File: config.mk
export PLATFORM = sky130hd
export DESIGN_NAME = dense_layer_sequencer
export DESIGN_NICKNAME = d
export VERILOG_FILES = /design/src/rtl/dense_layer_sequencer.sv
export SDC_FILE = /design/constraint.sdc
export NUM_CORES = 1
export LEC_CHECK = 0
export CAP_MARGIN = 10
export CELL_PAD_IN_SITES_DETAIL_PLACEMENT = 1
export CELL_PAD_IN_SITES_GLOBAL_PLACEMENT = 1
export CORE_MARGIN = 2
export CORE_UTILIZATION = 55
export DETAILED_ROUTE_END_ITERATION = 8
export PLACE_DENSITY_LB_ADDON = 0.1
export SLEW_MARGIN = 0
export SYNTH_ARGS = -nofsm -noshare
export SYNTH_HDL_FRONTEND = slang
export SYNTH_SLANG_ARGS = --single-unit
File: constraint.sdc
create_clock -name clk -period 21.8 [get_ports clk]
set_input_delay 6.54 -clock clk [delete_from_list [all_inputs] [get_ports clk]]
set_output_delay 6.54 -clock clk [all_outputs]
set_load 0.02 [all_outputs]
File: src/rtl/dense_layer_sequencer.sv
// =============================================================================
// dense_layer_sequencer: runs a chain of dense layers on one compute engine,
// requantizing results to int8 and writing them back to tensor RAM.
// Revision: 1.0
// =============================================================================
`default_nettype none

module dense_layer_sequencer #(
    parameter int MAX_LAYERS = 8,
    parameter int MAX_IN     = 256,
    parameter int MAX_OUT    = 64,
    localparam int LW = $clog2(MAX_LAYERS),
    localparam int NW = $clog2(MAX_LAYERS + 1),
    localparam int BW = $clog2(MAX_OUT)
) (
    input  logic          clk,
    input  logic          reset,
    input  logic          start,
    input  logic [NW-1:0] num_layers,
    output logic [LW-1:0] desc_idx,
    input  logic [8:0]    desc_input_size,
    input  logic [6:0]    desc_output_size,
    input  logic [4:0]    desc_shift,
    input  logic          desc_relu,
    output logic [LW-1:0] layer_sel,
    output logic          dc_start_compute,
    output logic          dc_input_valid,
    output logic [8:0]    dc_input_size,
    output logic [6:0]    dc_output_size,
    input  logic [31:0]   dc_output_data,
    input  logic [5:0]    dc_output_channel,
    input  logic          dc_output_ready,
    input  logic          dc_computation_complete,
    output logic          tram_we,
    output logic [7:0]    tram_waddr,
    output logic [7:0]    tram_wdata,
    output logic          busy,
    output logic          done,
    output logic          error
);

    typedef enum logic [2:0] {
        S_IDLE   = 3'd0,
        S_FETCH  = 3'd1,
        S_RUN    = 3'd2,
        S_DRAIN  = 3'd3,
        S_SETTLE = 3'd4,
        S_WB     = 3'd5,
        S_ERROR  = 3'd6
    } state_t;

    state_t        state_q, state_d;
    logic [LW-1:0] layer_q, layer_d;
    logic [NW-1:0] num_q, num_d;
    logic [8:0]    in_size_q, in_size_d;
    logic [6:0]    out_size_q, out_size_d;
    logic [4:0]    shift_q, shift_d;
    logic          relu_q, relu_d;
    logic          run_q, run_d;
    logic          seen_q, seen_d;
    logic [6:0]    k_q, k_d;
    logic          done_q, done_d;
    logic          error_q, error_d;
    logic [7:0]    buf_q [MAX_OUT];

    logic          desc_bad;
    logic          last_channel;
    logic          last_write;
    logic          last_layer;

    // Round-half-up right shift in 33 bits, optional ReLU, then int8 saturation.
    function automatic logic [7:0] requant(input logic [31:0] acc,
                                           input logic [4:0]  s,
                                           input logic        relu);
        logic signed [32:0] ext;
        logic signed [32:0] sum;
        logic signed [32:0] r;
        ext = {acc[31], acc};
        if (s == 5'd0) begin
            r = ext;
        end else begin
            sum = ext + (33'sd1 <<< (s - 5'd1));
            r   = sum >>> s;
        end
        if (relu && (r < 33'sd0)) begin
            r = 33'sd0;
        end
        if (r > 33'sd127) begin
            return 8'h7f;
        end else if (r < -33'sd128) begin
            return 8'h80;
        end
        return r[7:0];
    endfunction

    assign desc_bad = (desc_input_size == 9'd0) || (desc_input_size > 9'(MAX_IN)) ||
                      (desc_output_size == 7'd0) || (desc_output_size > 7'(MAX_OUT));
    assign last_channel = ({1'b0, dc_output_channel} == (out_size_q - 7'd1));
    assign last_write   = (k_q == (out_size_q - 7'd1));
    assign last_layer   = (NW'(layer_q) == (num_q - NW'(1)));

    always_comb begin
        state_d    = state_q;
        layer_d    = layer_q;
        num_d      = num_q;
        in_size_d  = in_size_q;
        out_size_d = out_size_q;
        shift_d    = shift_q;
        relu_d     = relu_q;
        seen_d     = seen_q;
        k_d        = k_q;
        done_d     = 1'b0;
        error_d    = error_q;
        case (state_q)
            S_IDLE: begin
                if (start) begin
                    error_d = 1'b0;
                    if (num_layers != '0) begin
                        state_d = S_FETCH;
                        layer_d = '0;
                        num_d   = num_layers;
                    end else begin
                        done_d = 1'b1;
                    end
                end
            end
            S_FETCH: begin
                in_size_d  = desc_input_size;
                out_size_d = desc_output_size;
                shift_d    = desc_shift;
                relu_d     = desc_relu;
                if (desc_bad) begin
                    state_d = S_ERROR;
                    error_d = 1'b1;
                end else begin
                    state_d = S_RUN;
                    seen_d  = 1'b0;
                end
            end
            S_RUN: begin
                seen_d = seen_q | dc_computation_complete;
                if (dc_output_ready && last_channel) begin
                    state_d = S_DRAIN;
                end
            end
            S_DRAIN: begin
                // Leave only after the engine's COMPLETE pulse has come and gone.
                if (seen_q && !dc_computation_complete) begin
                    state_d = S_SETTLE;
                end else begin
                    seen_d = seen_q | dc_computation_complete;
                end
            end
            S_SETTLE: begin
                state_d = S_WB;
                k_d     = 7'd0;
            end
            S_WB: begin
                if (last_write) begin
                    if (last_layer) begin
                        state_d = S_IDLE;
                        done_d  = 1'b1;
                    end else begin
                        state_d = S_FETCH;
                        layer_d = layer_q + LW'(1);
                    end
                end else begin
                    k_d = k_q + 7'd1;
                end
            end
            S_ERROR: begin
                state_d = S_IDLE;
            end
            default: begin
                state_d = S_IDLE;
            end
        endcase
        run_d = (state_d == S_RUN);
    end

    always_ff @(posedge clk) begin
        if (reset) begin
            state_q    <= S_IDLE;
            layer_q    <= '0;
            num_q      <= '0;
            in_size_q  <= '0;
            out_size_q <= '0;
            shift_q    <= '0;
            relu_q     <= 1'b0;
            run_q      <= 1'b0;
            seen_q     <= 1'b0;
            k_q        <= '0;
            done_q     <= 1'b0;
            error_q    <= 1'b0;
        end else begin
            state_q    <= state_d;
            layer_q    <= layer_d;
            num_q      <= num_d;
            in_size_q  <= in_size_d;
            out_size_q <= out_size_d;
            shift_q    <= shift_d;
            relu_q     <= relu_d;
            run_q      <= run_d;
            seen_q     <= seen_d;
            k_q        <= k_d;
            done_q     <= done_d;
            error_q    <= error_d;
        end
    end

    always_ff @(posedge clk) begin
        if ((state_q == S_RUN) && dc_output_ready) begin
            buf_q[dc_output_channel[BW-1:0]] <= requant(dc_output_data, shift_q, relu_q);
        end
    end

    assign desc_idx         = layer_q;
    assign layer_sel        = layer_q;
    assign dc_start_compute = run_q;
    assign dc_input_valid   = run_q;
    assign dc_input_size    = in_size_q;
    assign dc_output_size   = out_size_q;
    assign tram_we          = (state_q == S_WB);
    assign tram_waddr       = tram_we ? {1'b0, k_q} : 8'd0;
    assign tram_wdata       = tram_we ? buf_q[k_q[BW-1:0]] : 8'd0;
    assign busy             = (state_q != S_IDLE) && (state_q != S_ERROR);
    assign done             = done_q;
    assign error            = error_q;

endmodule

`default_nettype wire

==> implementation parameters <==
Parameter                              Value

Status
  Outcome    finished, final reports clean

Clock tree
  H-tree levels    2
  Clock network latency to the later pin of the worst-skew pair    630 ps
  Number of sinks handled by clock tree synthesis    561
  Clock edge transition at the registers on the reported setup and hold paths    60 ps
  Hold-fix buffers, CTS    0
  Cell at the root of the clock tree    clkbuf_16
  TritonCTS clock tree    built
  Number of buffers created by CTS    55
  Resized cells post-CTS    0
  Post-CTS setup buffer count    0
  Maximum buffer depth of the clock tree    3

Power
  Final Power    2.744 mW
  Part of the power in combinational logic    18.4%
  Leakage dissipation    9.837 nW
  Cell internal power dissipation    1.945 mW
  Switching component of the power    798.9 uW
  Fraction of power consumed by the clock network    35.4%
  Part of the power in registers    46.1%
  Peak supply drop    0.1116 mV
  Areal power density over the cells    87.91 nW/um^2
  Switching Share    29.12%

Logic synthesis
  Library cell occupying the most area in the post-synthesis netlist    edfxtp_1
  Fraction of post-synthesis cell area in the top cell type by area    55.48%
  Most frequently used cell type in the post-synthesis netlist    edfxtp_1
  Synthesis Warnings    0
  Post-synth cell types    93
  Proportion of register bits with asynchronous set or reset after synthesis    0%
  Count of mapped cells out of synthesis    2002
  Primary flip-flop cell chosen by synthesis mapping    edfxtp_1
  Cell types with the highest counts after synthesis    edfxtp_1, nor2_1, mux4_2
  Number of nets produced by synthesis    2108
  Post-synthesis instance area    27710 um^2
  Post-synthesis register bit count    561
  Sequential-to-total area share from yosys stat    59.02%
  Biggest area contributors in the synthesized netlist    edfxtp_1, mux4_2, dfxtp_1, nor2_1, nand2_1
  Avg Inst Size Synth    13.84 um^2
  Number of flops mapped to enable cells by yosys    512

Floorplanning
  Total I/O pin count    113
  Initial cell density of the core    55.46%
  Die boundary width    228.5 um
  Chip height    228.5 um
  Number of core rows    82
  Total Die Area    52190 um^2
  Floorplan Core Area    49970 um^2

GRT
  Via count of the first global-routing pass    19980
  Global-route usage over all layers    35.57%
  Antenna violations before repair    0
  Maximum number of pins on one net before global-route repair    69
  First-pass GRT wire length    136800 um
  GRT overflow    0

STA
  Max transition margin    16.58%
  Part of the cycle the worst path needs    61.49%
  Shortest clock period the worst path allows after layout    13400 ps
  Final setup fails    0
  Final-report hold violation count    0
  Unrepaired setup endpoints after global routing    no
  Worst Hold Slack    459.8 ps
  Sum of negative setup slack    0 ps
  Worst-margin pin slew    1247 ps
  Worst clock skew    28.04 ps
  Max-slew violation total from the final report    0
  Achievable Freq    0.07460 GHz

Setup path
  CP max FO    33
  Worst EP required    22160 ps
  Cell at the slowest stage of the critical path    o21ai_4
  Critical Path Start Type    input port
  Crit path capture type    register
  Arrival time worst endpoint    13770 ps
  Start-to-end type of the worst setup path    input port to register
  Critical Path Max Stage Delay    860 ps
  Worst path most repeated cell    nor2_1
  Cell breakdown of the critical path    clkdlybuf4s50_1 -> fa_1 -> a211oi_1 -> o211ai_1 -> a21o_1 -> a21oi_2 -> o21ai_0 -> nor2_1 -> a21oi_1 -> a32o_1 -> or4_4 -> or4_1 -> nor2_1 -> a31oi_2 -> o21ai_4 -> buf_4

Layout
  Number of antenna repair diodes    0
  Number of nets in the layout    2171
  Area Growth Syn to Fin    12.62%
  Register Area    16370 um^2
  Filler Cell Count    4659
  Cell area after layout    31210 um^2
  Area of the multi-input gates    10800 um^2
  Share of post-route cells with drive strength above 1    15.96%

Detailed routing
  Number of detailed-route iterations in the first pass    5
  Antenna-violating nets left    0
  Total wirelength of the detailed-routed design    92400 um
  Via density    6.980
  Number of violations reported at the end of detailed-routing iteration 0    2233
  Routed wire length per instance    33.19 um
  Total via count after detailed routing    19430
  Drc violations    0

Placed design
  Post-Place Cell Area    29400 um^2
  Port buffer count    111
  Final weighted congestion in routability-driven placement    1.084
  Half-perimeter wire length of the detailed placement result    59510 um

Job
  Max-cap violation count    0

Min path
  Min-delay worst type    register to register
-- path summary, 6_finish.rpt --
check	start	endpoint	cells past startpoint	slack, ps
setup / recovery	dc_output_data[1]	buf_q[3][2]$_DFFE_PP_	16	8400
setup reg to reg	shift_q[0]$_SDFFE_PP0P_	buf_q[3][2]$_DFFE_PP_	21	12370
hold / removal	dc_input_size[7]$_SDFFE_PP0P_	dc_input_size[7]$_SDFFE_PP0P_	2	460
hold reg to reg	dc_input_size[7]$_SDFFE_PP0P_	dc_input_size[7]$_SDFFE_PP0P_	2	460
-- layout make-up --
cell class,instances,share of cell area (%)
clock inverters,38,1.183
repair buffers,139,4.234
well taps,672,2.694
inverters,20,0.2405
multi-input cells,1288,34.60
flip-flops and latches,561,52.44
clock buffers,66,4.611
-- routing by layer --
layer / share of wire (%) / wire length [um] / track usage [%]
met5: 0 / 0 / 0
met4: 4.7 / 4304 / 15.05
met3: 7.9 / 7324 / 5.302
met2: 49 / 45640 / 59.18
met1: 38 / 35130 / 47.15
-- placed cells by master, fill, tap and decap left out, types with 12 or more instances in the layout --
cell / instances
edfxtp_1: 512
nor2_1: 205
mux4_2: 172
nand2_1: 167
clkdlybuf4s50_1: 111
a21oi_1: 104
clkbuf_16: 56
o21ai_0: 52
dfxtp_1: 45
nor3_1: 43
mux2i_1: 37
ha_1: 36
xnor2_1: 31
nand3_1: 28
buf_4: 28
o211ai_1: 24
nand4_1: 23
xor2_1: 22
a211oi_1: 20
inv_1: 19
and3_1: 18
or3_1: 17
and2_1: 17
nor4_1: 15
clkinv_1: 15
a21o_1: 14
o21a_1: 14
o22ai_1: 13
nor2b_1: 12
-- critical path, delay by kind of cell --
family	cells	cell delay, ps
fa+ha+maj	1	590
compound gates	9	3350
simple gates	4	2060
buf+inv	2	1160
-- cells by family after synthesis --
| group | count (synthesis) | share of synthesized area, % |
|---|---|---|
| AND/OR/NAND/NOR | 606 | 10.31 |
| flip-flops | 561 | 59.02 |
| AO/OA/AOI/OAI | 372 | 9.261 |
| multiplexers | 219 | 15.72 |
| buffers and inverters | 153 | 2.294 |
| XOR/XNOR | 53 | 1.675 |
| adder cells (fa/ha/maj) | 37 | 1.698 |
| other | 1 | 0.01353 |
-- power groups by stage --
stage,logic (mW),clock network (mW),registers (mW)
after global placement,0.468,0,1.29
after floorplan,0.288,0,1.30
after CTS,0.489,0.977,1.27
after global routing,0.531,1.01,1.27
final,0.505,0.972,1.27
after detailed placement,0.483,0,1.29
-- stage by stage --
step / setup slack [ps] / instances / util (%)
2_1_floorplan: 8104 / 2002 / -
3_3_place_gp: 8349 / 2680 / 58.84
3_5_place_dp: 7957 / 2680 / 58.84
4_1_cts: 8586 / 2784 / 62.46
5_1_grt: 8138 / 2784 / 62.46
6_report: 8396 / 2784 / 62.46
-- flip-flops by register name, summed over array words and instances, names as in the netlist, named ones only --
signal / count
error: 1
state_q: 3
relu_q: 1
num_q: 4
seen_q: 1
dc_input_size: 9
shift_q: 5
k_q: 7
buf_q: 512
dc_input_valid: 1
dc_output_size: 7
done: 1
desc_idx: 3
No activity file was read; power rests on OpenSTA's default activity.
